### src/rtl/spi_slave_word_if.sv
// SPI slave with clk-domain oversampling, all four CPOL/CPHA modes and multi-byte burst words.
// A single holding register buffers the next TX word; underrun and frame-error flags pulse.
module spi_slave_word_if #(
    parameter int unsigned WORD_BYTES  = 4,
    parameter int unsigned CPOL        = 0,
    parameter int unsigned CPHA        = 0,
    parameter int unsigned MSB_FIRST   = 1,
    parameter int unsigned SYNC_STAGES = 2
) (
    input  logic                      clk_i,
    input  logic                      rst_ni,
    input  logic                      sck_i,
    input  logic                      mosi_i,
    output logic                      miso_o,
    input  logic                      ssel_i,
    output logic [8*WORD_BYTES-1:0]   rx_word_o,
    output logic                      rx_valid_o,
    input  logic [8*WORD_BYTES-1:0]   tx_word_i,
    input  logic                      tx_load_i,
    output logic                      tx_ready_o,
    output logic                      tx_underrun_o,
    output logic                      frame_err_o,
    output logic                      busy_o
);

    localparam int unsigned W       = 8 * WORD_BYTES;
    localparam int unsigned CW      = $clog2(W);
    localparam logic        SckIdle = (CPOL != 0);
    localparam logic        Cpha1   = (CPHA != 0);
    localparam logic        MsbFst  = (MSB_FIRST != 0);

    typedef enum logic [1:0] {StIdle, StLoad, StShift} state_e;

    logic [SYNC_STAGES-1:0] sck_sync_q, mosi_sync_q, ssel_sync_q;
    logic                   sck_new, sck_old, mosi_s, ssel_s;
    logic                   rise, fall, sample_e, shift_e;

    state_e        state_q, state_d;
    logic [CW-1:0] cnt_q, cnt_d;
    logic [W-1:0]  rx_shift_q, rx_shift_d, tx_shift_q, tx_shift_d;
    logic [W-1:0]  rx_word_q, rx_word_d, hold_q, hold_d;
    logic [W-1:0]  rx_next, tx_next, word_ld;
    logic          miso_q, miso_d, rx_valid_q, rx_valid_d, tx_ready_q, tx_ready_d;
    logic          und_pend_q, und_pend_d, underrun_q, underrun_d, frame_err_q, frame_err_d;

    function automatic logic first_bit(input logic [W-1:0] x);
        return MsbFst ? x[W-1] : x[0];
    endfunction

    always_ff @(posedge clk_i or negedge rst_ni) begin
        if (!rst_ni) begin
            sck_sync_q  <= {SYNC_STAGES{SckIdle}};
            mosi_sync_q <= '0;
            ssel_sync_q <= '1;
        end else begin
            sck_sync_q  <= {sck_sync_q[SYNC_STAGES-2:0], sck_i};
            mosi_sync_q <= {mosi_sync_q[SYNC_STAGES-2:0], mosi_i};
            ssel_sync_q <= {ssel_sync_q[SYNC_STAGES-2:0], ssel_i};
        end
    end

    assign sck_new  = sck_sync_q[SYNC_STAGES-2];
    assign sck_old  = sck_sync_q[SYNC_STAGES-1];
    assign mosi_s   = mosi_sync_q[SYNC_STAGES-1];
    assign ssel_s   = ssel_sync_q[SYNC_STAGES-1];
    assign rise     = sck_new & ~sck_old;
    assign fall     = ~sck_new & sck_old;
    assign sample_e = (Cpha1 ^ SckIdle) ? fall : rise;
    assign shift_e  = (Cpha1 ^ SckIdle) ? rise : fall;

    always_comb begin
        state_d     = state_q;
        cnt_d       = cnt_q;
        rx_shift_d  = rx_shift_q;
        tx_shift_d  = tx_shift_q;
        rx_word_d   = rx_word_q;
        hold_d      = hold_q;
        miso_d      = miso_q;
        tx_ready_d  = tx_ready_q;
        und_pend_d  = und_pend_q;
        rx_valid_d  = 1'b0;
        underrun_d  = 1'b0;
        frame_err_d = 1'b0;
        rx_next     = MsbFst ? {rx_shift_q[W-2:0], mosi_s} : {mosi_s, rx_shift_q[W-1:1]};
        tx_next     = MsbFst ? {tx_shift_q[W-2:0], 1'b0} : {1'b0, tx_shift_q[W-1:1]};
        word_ld     = tx_ready_q ? '0 : hold_q;

        if (tx_load_i && tx_ready_q) begin
            hold_d     = tx_word_i;
            tx_ready_d = 1'b0;
        end

        unique case (state_q)
            StIdle: begin
                cnt_d      = '0;
                miso_d     = 1'b0;
                und_pend_d = 1'b0;
                if (!ssel_s) state_d = StLoad;
            end
            StLoad: begin
                tx_shift_d = word_ld;
                und_pend_d = tx_ready_q;
                if (!tx_ready_q) tx_ready_d = 1'b1;
                if (!Cpha1) miso_d = first_bit(word_ld);
                state_d = StShift;
            end
            StShift: begin
                if (ssel_s) begin
                    frame_err_d = (cnt_q != '0);
                    cnt_d       = '0;
                    miso_d      = 1'b0;
                    und_pend_d  = 1'b0;
                    state_d     = StIdle;
                end else begin
                    if (sample_e) begin
                        rx_shift_d = rx_next;
                        // Underrun is reported when the word actually starts clocking, so the
                        // speculative LOAD after a frame's last word stays silent.
                        if (cnt_q == '0 && und_pend_q) begin
                            underrun_d = 1'b1;
                            und_pend_d = 1'b0;
                        end
                        if (cnt_q == CW'(W - 1)) begin
                            rx_word_d  = rx_next;
                            rx_valid_d = 1'b1;
                            cnt_d      = '0;
                            state_d    = StLoad;
                        end else begin
                            cnt_d = cnt_q + CW'(1);
                        end
                    end
                    // Shift edges at count 0 never advance: bit 0 is already on the line
                    // (CPHA=0) or is presented here for the first time (CPHA=1).
                    if (shift_e) begin
                        if (cnt_q != '0) begin
                            tx_shift_d = tx_next;
                            miso_d     = first_bit(tx_next);
                        end else if (Cpha1) begin
                            miso_d = first_bit(tx_shift_q);
                        end
                    end
                end
            end
            default: state_d = StIdle;
        endcase
    end

    always_ff @(posedge clk_i or negedge rst_ni) begin
        if (!rst_ni) begin
            state_q     <= StIdle;
            cnt_q       <= '0;
            rx_shift_q  <= '0;
            tx_shift_q  <= '0;
            rx_word_q   <= '0;
            hold_q      <= '0;
            miso_q      <= 1'b0;
            tx_ready_q  <= 1'b1;
            und_pend_q  <= 1'b0;
            rx_valid_q  <= 1'b0;
            underrun_q  <= 1'b0;
            frame_err_q <= 1'b0;
        end else begin
            state_q     <= state_d;
            cnt_q       <= cnt_d;
            rx_shift_q  <= rx_shift_d;
            tx_shift_q  <= tx_shift_d;
            rx_word_q   <= rx_word_d;
            hold_q      <= hold_d;
            miso_q      <= miso_d;
            tx_ready_q  <= tx_ready_d;
            und_pend_q  <= und_pend_d;
            rx_valid_q  <= rx_valid_d;
            underrun_q  <= underrun_d;
            frame_err_q <= frame_err_d;
        end
    end

    assign miso_o        = miso_q;
    assign rx_word_o     = rx_word_q;
    assign rx_valid_o    = rx_valid_q;
    assign tx_ready_o    = tx_ready_q;
    assign tx_underrun_o = underrun_q;
    assign frame_err_o   = frame_err_q;
    assign busy_o        = ~ssel_s;

endmodule

### config.mk
export PLATFORM = sky130hd
export DESIGN_NAME = spi_slave_word_if
export DESIGN_NICKNAME = d
export VERILOG_FILES = /design/src/rtl/spi_slave_word_if.sv
export SDC_FILE = /design/constraint.sdc
export NUM_CORES = 1
export LEC_CHECK = 0
export BUFFER_PORTS_ARGS = -buffer_cell sky130_fd_sc_hd__buf_2
export CORE_MARGIN = 3
export CORE_UTILIZATION = 58
export CTS_BUF_LIST = sky130_fd_sc_hd__clkbuf_4
export CTS_CLUSTER_DIAMETER = 30
export DETAILED_ROUTE_END_ITERATION = 10
export PLACE_DENSITY = 0.83
export SYNTH_ARGS = -nofsm -noshare
export SYNTH_HDL_FRONTEND = slang
export SYNTH_SLANG_ARGS = --single-unit
### constraint.sdc
create_clock -name clk_i -period 5.85 [get_ports clk_i]
set_input_delay 0.8775 -clock clk_i [delete_from_list [all_inputs] [get_ports clk_i]]
set_output_delay 0.8775 -clock clk_i [all_outputs]
set_load 0.03 [all_outputs]
# After elaboration in Yosys (flattened, before gate mapping)
# Cells that the tools add are included.
[op_classes]
n_addsub = 1
eq_ne = 12
mux = 35
bitwise_logic = 5
n_reduce_logical = 15
[op_table]
columns = ["cell", "count"]
rows = [
  ["$mux 31", 3],
  ["$pmux 31 s2", 1],
  ["$mux 32", 1],
  ["$mux 1", 19],
  ["$mux 5", 3],
  ["$ne 3x3->1 const B", 5],
  ["$reduce_and 3->1", 4],
  ["$pmux 5 s2", 1],
  ["$mux 2", 4],
  ["$ne 2x2->1 const B", 4],
  ["$reduce_and 4->1", 2],
  ["$pmux 1 s3", 2],
  ["$pmux 2 s3", 1],
  ["$add 5x1->5 const B", 1],
  ["$eq 5x5->1 const B", 1],
  ["$logic_not 5->1", 1],
  ["$reduce_bool 5->1", 1],
  ["$reduce_bool 2->1", 2],
  ["$not 1->1", 3],
  ["$reduce_bool 3->1", 1],
  ["$and 1x1->1", 2],
  ["$eq 2x1->1 const B", 1],
  ["$eq 2x2->1 const B", 1],
  ["$logic_and 1x1->1", 2],
  ["other kinds (2)", 2],
]
[totals]
register_bits = 145
in_bits = 38
out_inout_bits = 38
wordCells = 83

# Longest topological paths before layout
[logic_depth]
ltp_word = 6
mapped_depth = 8
ltp_nobuf = 7

# Worst setup path before layout
# Ideal clock, no wire load.
[synth_path]
path_type = "in2reg"
start = "in tx_load_i"
end = "reg hold_q[10]"
setup_ns = 0.125
arrival_ns = 1.732
required_ns = 5.725
slack_ns = 3.993
cell_stages = 3
path_buffers = 1
cell_sequence = "nand2_1 > buf_1 > mux2_2"
[synth_between]
elab_chain_cells = 1
[synth_lines]
columns = ["item", "line", "text"]
rows = [
  ["from (decl)", "19", "input logic tx_load_i,"],
  ["$logic_and 1x1->1", "88", "if (tx_load_i && tx_ready_q) begin"],
  ["to (signal assigned)", "168", "hold_q <= hold_d;"],
  ["to (decl)", "41", "logic [W-1:0] rx_word_q, rx_word_d, hold_q, hold_d;"],
]
# No other way between the ends.
# A chain may end at the register's enable or synchronous reset.

# Worst setup path in the final report
[layout_path]
start = "reg state_q[0]"
end = "reg rx_word_q[31] (netlist: rx_word_o[31])"
[layout_between]
elab_chain_cells = 2
[layout_lines]
columns = ["item", "line", "text"]
rows = [
  ["from (decl)", "38", "state_e state_q, state_d;"],
  ["from (signal assigned)", "150", "state_q <= StIdle;"],
  ["from (signal assigned)", "163", "state_q <= state_d;"],
  ["$eq 2x2->1", "93", "unique case (state_q)"],
  ["$reduce_and 4->1 (no line)", "--", ""],
  ["to (signal assigned)", "167", "rx_word_q <= rx_word_d;"],
  ["to (decl)", "41", ""],
]
# No other way between the ends.

==> impl_metrics.ini <==
[yosys]
syn_area_per_cell_sq_um = 13.7
synth_top_area_cell = dfrtp_1
yosys_warnings = 0
synth_area_leaders = dfrtp_1 (61%), mux2_2 (19%), a22oi_1 (3.7%)
ys_ff_latch = 145
yosys.area.top_type_share = 0.608
synth_cells = 426
synth_edf_count = 0
ys_seq_area_frac = 0.622
syn_nets = 472
synthArstFlopShare = 1.00
synth_ff_type = dfrtp_1
netlist_area_sq_um = 5840
synth_cell_type_count = 38

[global_routing]
grt_usage = 0.195
grt_pass1_wl_microns = 17500
overflow = 0
antenna_found_initial = 0
grt_max_degree = 76
grt_pass1_vias = 3722

[pwr]
cellLeakagePower_nw = 3.31
pwr-share-seq = 0.496
p_clk_frac = 0.269
comb_power_share = 0.235
irDropWorstVdd_mv = 0.285
power.switching_mw = 0.841
internal-power_mw = 1.89
switching_share = 0.308
power_density_nw_per_um2 = 413

[timing]
post-route-period-util = 0.489
max_clock_freq_mhz = 349
layout_min_cycle_time_ps = 2860
finalHoldViolCount = 0
fin_ws_ps = 2990
grt_setup_unrepaired = no
slew_viol_final = 0
slew_headroom = 0.238
worst_slew_pin_slew_ps = 1140
fin_worst_skew_ps = 16.0
fin_tns_setup_ps = 0
finalSetupViolations = 0

[drt]
drcViolationCount = 0
first_iter_violations = 184
via_per_inst = 5.48
ant_nets = 0
dr_total_vias = 3518
postRouteWirelength_microns = 9960
firstDrtPassIters = 4
wire_per_inst_microns = 15.5

[critical_path]
criticalPathCategory = reg -> reg
worstRegToRegCells = 8
regToRegSetupSlack_ps = 2990
cp_num_buf_inv = 3
crit_fanout = 42
worstPathArrival_ps = 3290
r2r-start = state_q[0]
path_cells = inv_1 > ha_1 > buf_4 > nand2b_1 > nor2_4 > nand2_1 > buf_4 > mux2_1
end_kind = flop
r2r_end = rx_word_o[31]
critPathTopFamily = simple AND/OR/NAND/NOR gates
cpMostUsedCell = buf_4
max_stage_delay_ps = 710
start_kind = flop
crit_required_ps = 6280
slowest_stage = nor2_4

[hold_path]
worstHoldPathType = in -> async

[run]
cap_violations = 0

[place]
finalWeightedCongestion = 0.779
place_hpwl_microns = 6500
dp_slack_ps = 2980
port_buffers = 75
placedCellCount = 612

[run_status]
status = completed

[floorplan]
pin_count = 76
start_util = 0.598
rows = 36
die_w_microns = 106
die_area_sq_um = 11300
coreArea_sq_um = 9770
die_h_microns = 106

[layout]
final_nets = 544
antennaDiodeCount = 0
final_cell_mix = dfrtp_1 (142), mux2_2 (96), buf_2 (74)
syn_to_final_growth_pct = 13.2
stdcell_count = 642
final_layout_size_suffix_gt1_frac = 0.426
layout_commonest_cell = dfrtp_1
fillers = 719

[cts]
cts_root_buffer = clkbuf_4
cts_tree = done
cts_buffer_depth = 2
cts_inserted_buffers = 17
cts_hold_buf = 0
cts_resized = 0
clk_latency_ps = 540
htree_levels = 4
cts.sinks = 145
path_clk_slew_ps = 120
postCtsSetupBuffers = 0
[worst register-to-register path, delay by kind of cell, from the launching register on]
kind / cells / cell delay [ps]
mux: 1 / 360
flops: 1 / 430
simple gates: 3 / 1050
buf+inv: 3 / 770
fa+ha+maj: 1 / 160
[synthesized netlist by cell type, types with 2 or more instances]
| master | instances |
|---|---|
| o211ai_1 | 3 |
| xnor2_1 | 2 |
| o21ai_0 | 28 |
| nand3b_1 | 2 |
| o21ai_2 | 2 |
| a21oi_1 | 4 |
| buf_2 | 7 |
| and3_2 | 2 |
| nor3b_1 | 2 |
| buf_6 | 6 |
| o21ai_1 | 2 |
| mux2_2 | 96 |
| buf_1 | 4 |
| clkbuf_1 | 10 |
| nor2_1 | 8 |
| dfstp_2 | 3 |
| a22o_1 | 3 |
| dfrtp_1 | 142 |
| ha_1 | 8 |
| nand2_1 | 38 |
| nand2b_1 | 2 |
| a22oi_1 | 29 |
| inv_1 | 8 |
[worst max-delay path by stage]
stage	startpoint	end	cells past startpoint
2_1_floorplan	tx_load_i	hold_q[10]	3
3_3_place_gp	state_q[0]	rx_word_o[31]	8
3_5_place_dp	state_q[0]	rx_word_o[31]	8
4_1_cts	state_q[0]	rx_word_o[31]	8
5_1_grt	state_q[0]	rx_word_o[31]	8
6_report	state_q[0]	rx_word_o[31]	8
[registers in the layout, indices dropped and copies added (netlist names)]
register       cells
rx_shift_q        31
ssel_sync_q        2
miso_o             1
tx_ready_o         1
sck_sync_q         2
mosi_sync_q        2
state_q            2
rx_word_o         32
und_pend_q         1
tx_shift_q        31
tx_underrun_o      1
frame_err_o        1
rx_valid_o         1
hold_q            32
cnt_q              5
[logic make-up after synthesis]
family,synth area share
AND/OR/NAND/NOR,0.0475
XOR/XNOR,0.00300
adder cells (fa/ha/maj),0.0171
AO/OA/AOI/OAI,0.0921
buffers and inverters,0.0317
multiplexers,0.187
flip-flops,0.622
[stage by stage]
stage	util	cell area [sq um]	hold slack, ps	total power, mW
after floorplan	-	5840	331	1.88
after global placement	0.642	6280	345	1.97
after detailed placement	0.642	6280	348	2.02
after CTS	0.677	6610	305	2.76
after global routing	0.677	6610	328	2.91
final	0.677	6610	308	2.73
[area by class of cell]
cell class | count | area [sq um] | area share
timing repair buffer | 80 | 419 | 0.0634
inverter | 8 | 30.0 | 0.00454
multi-input combinational | 246 | 2030 | 0.307
clock inverter | 13 | 210 | 0.0318
sequential | 145 | 3630 | 0.549
tap | 133 | 166 | 0.0252
clock buffer | 17 | 128 | 0.0193
[per-layer routing]
layer  track usage  vias up  wire [microns]
li1              -     1651               -
met1         0.253     1778            4300
met2         0.314       73            5140
met3        0.0480       16             369
met4        0.0796        0             150
met5             0        -               0
[power by group through the flow]
stage	Clock (mW)	Sequential, mW	Combinational (mW)
4_1_cts	0.750	1.36	0.650
3_5_place_dp	0	1.38	0.647
3_3_place_gp	0	1.36	0.609
2_1_floorplan	0	1.33	0.547
5_1_grt	0.795	1.39	0.729
6_report	0.734	1.36	0.642
No activity file was read; power rests on OpenSTA's default activity.
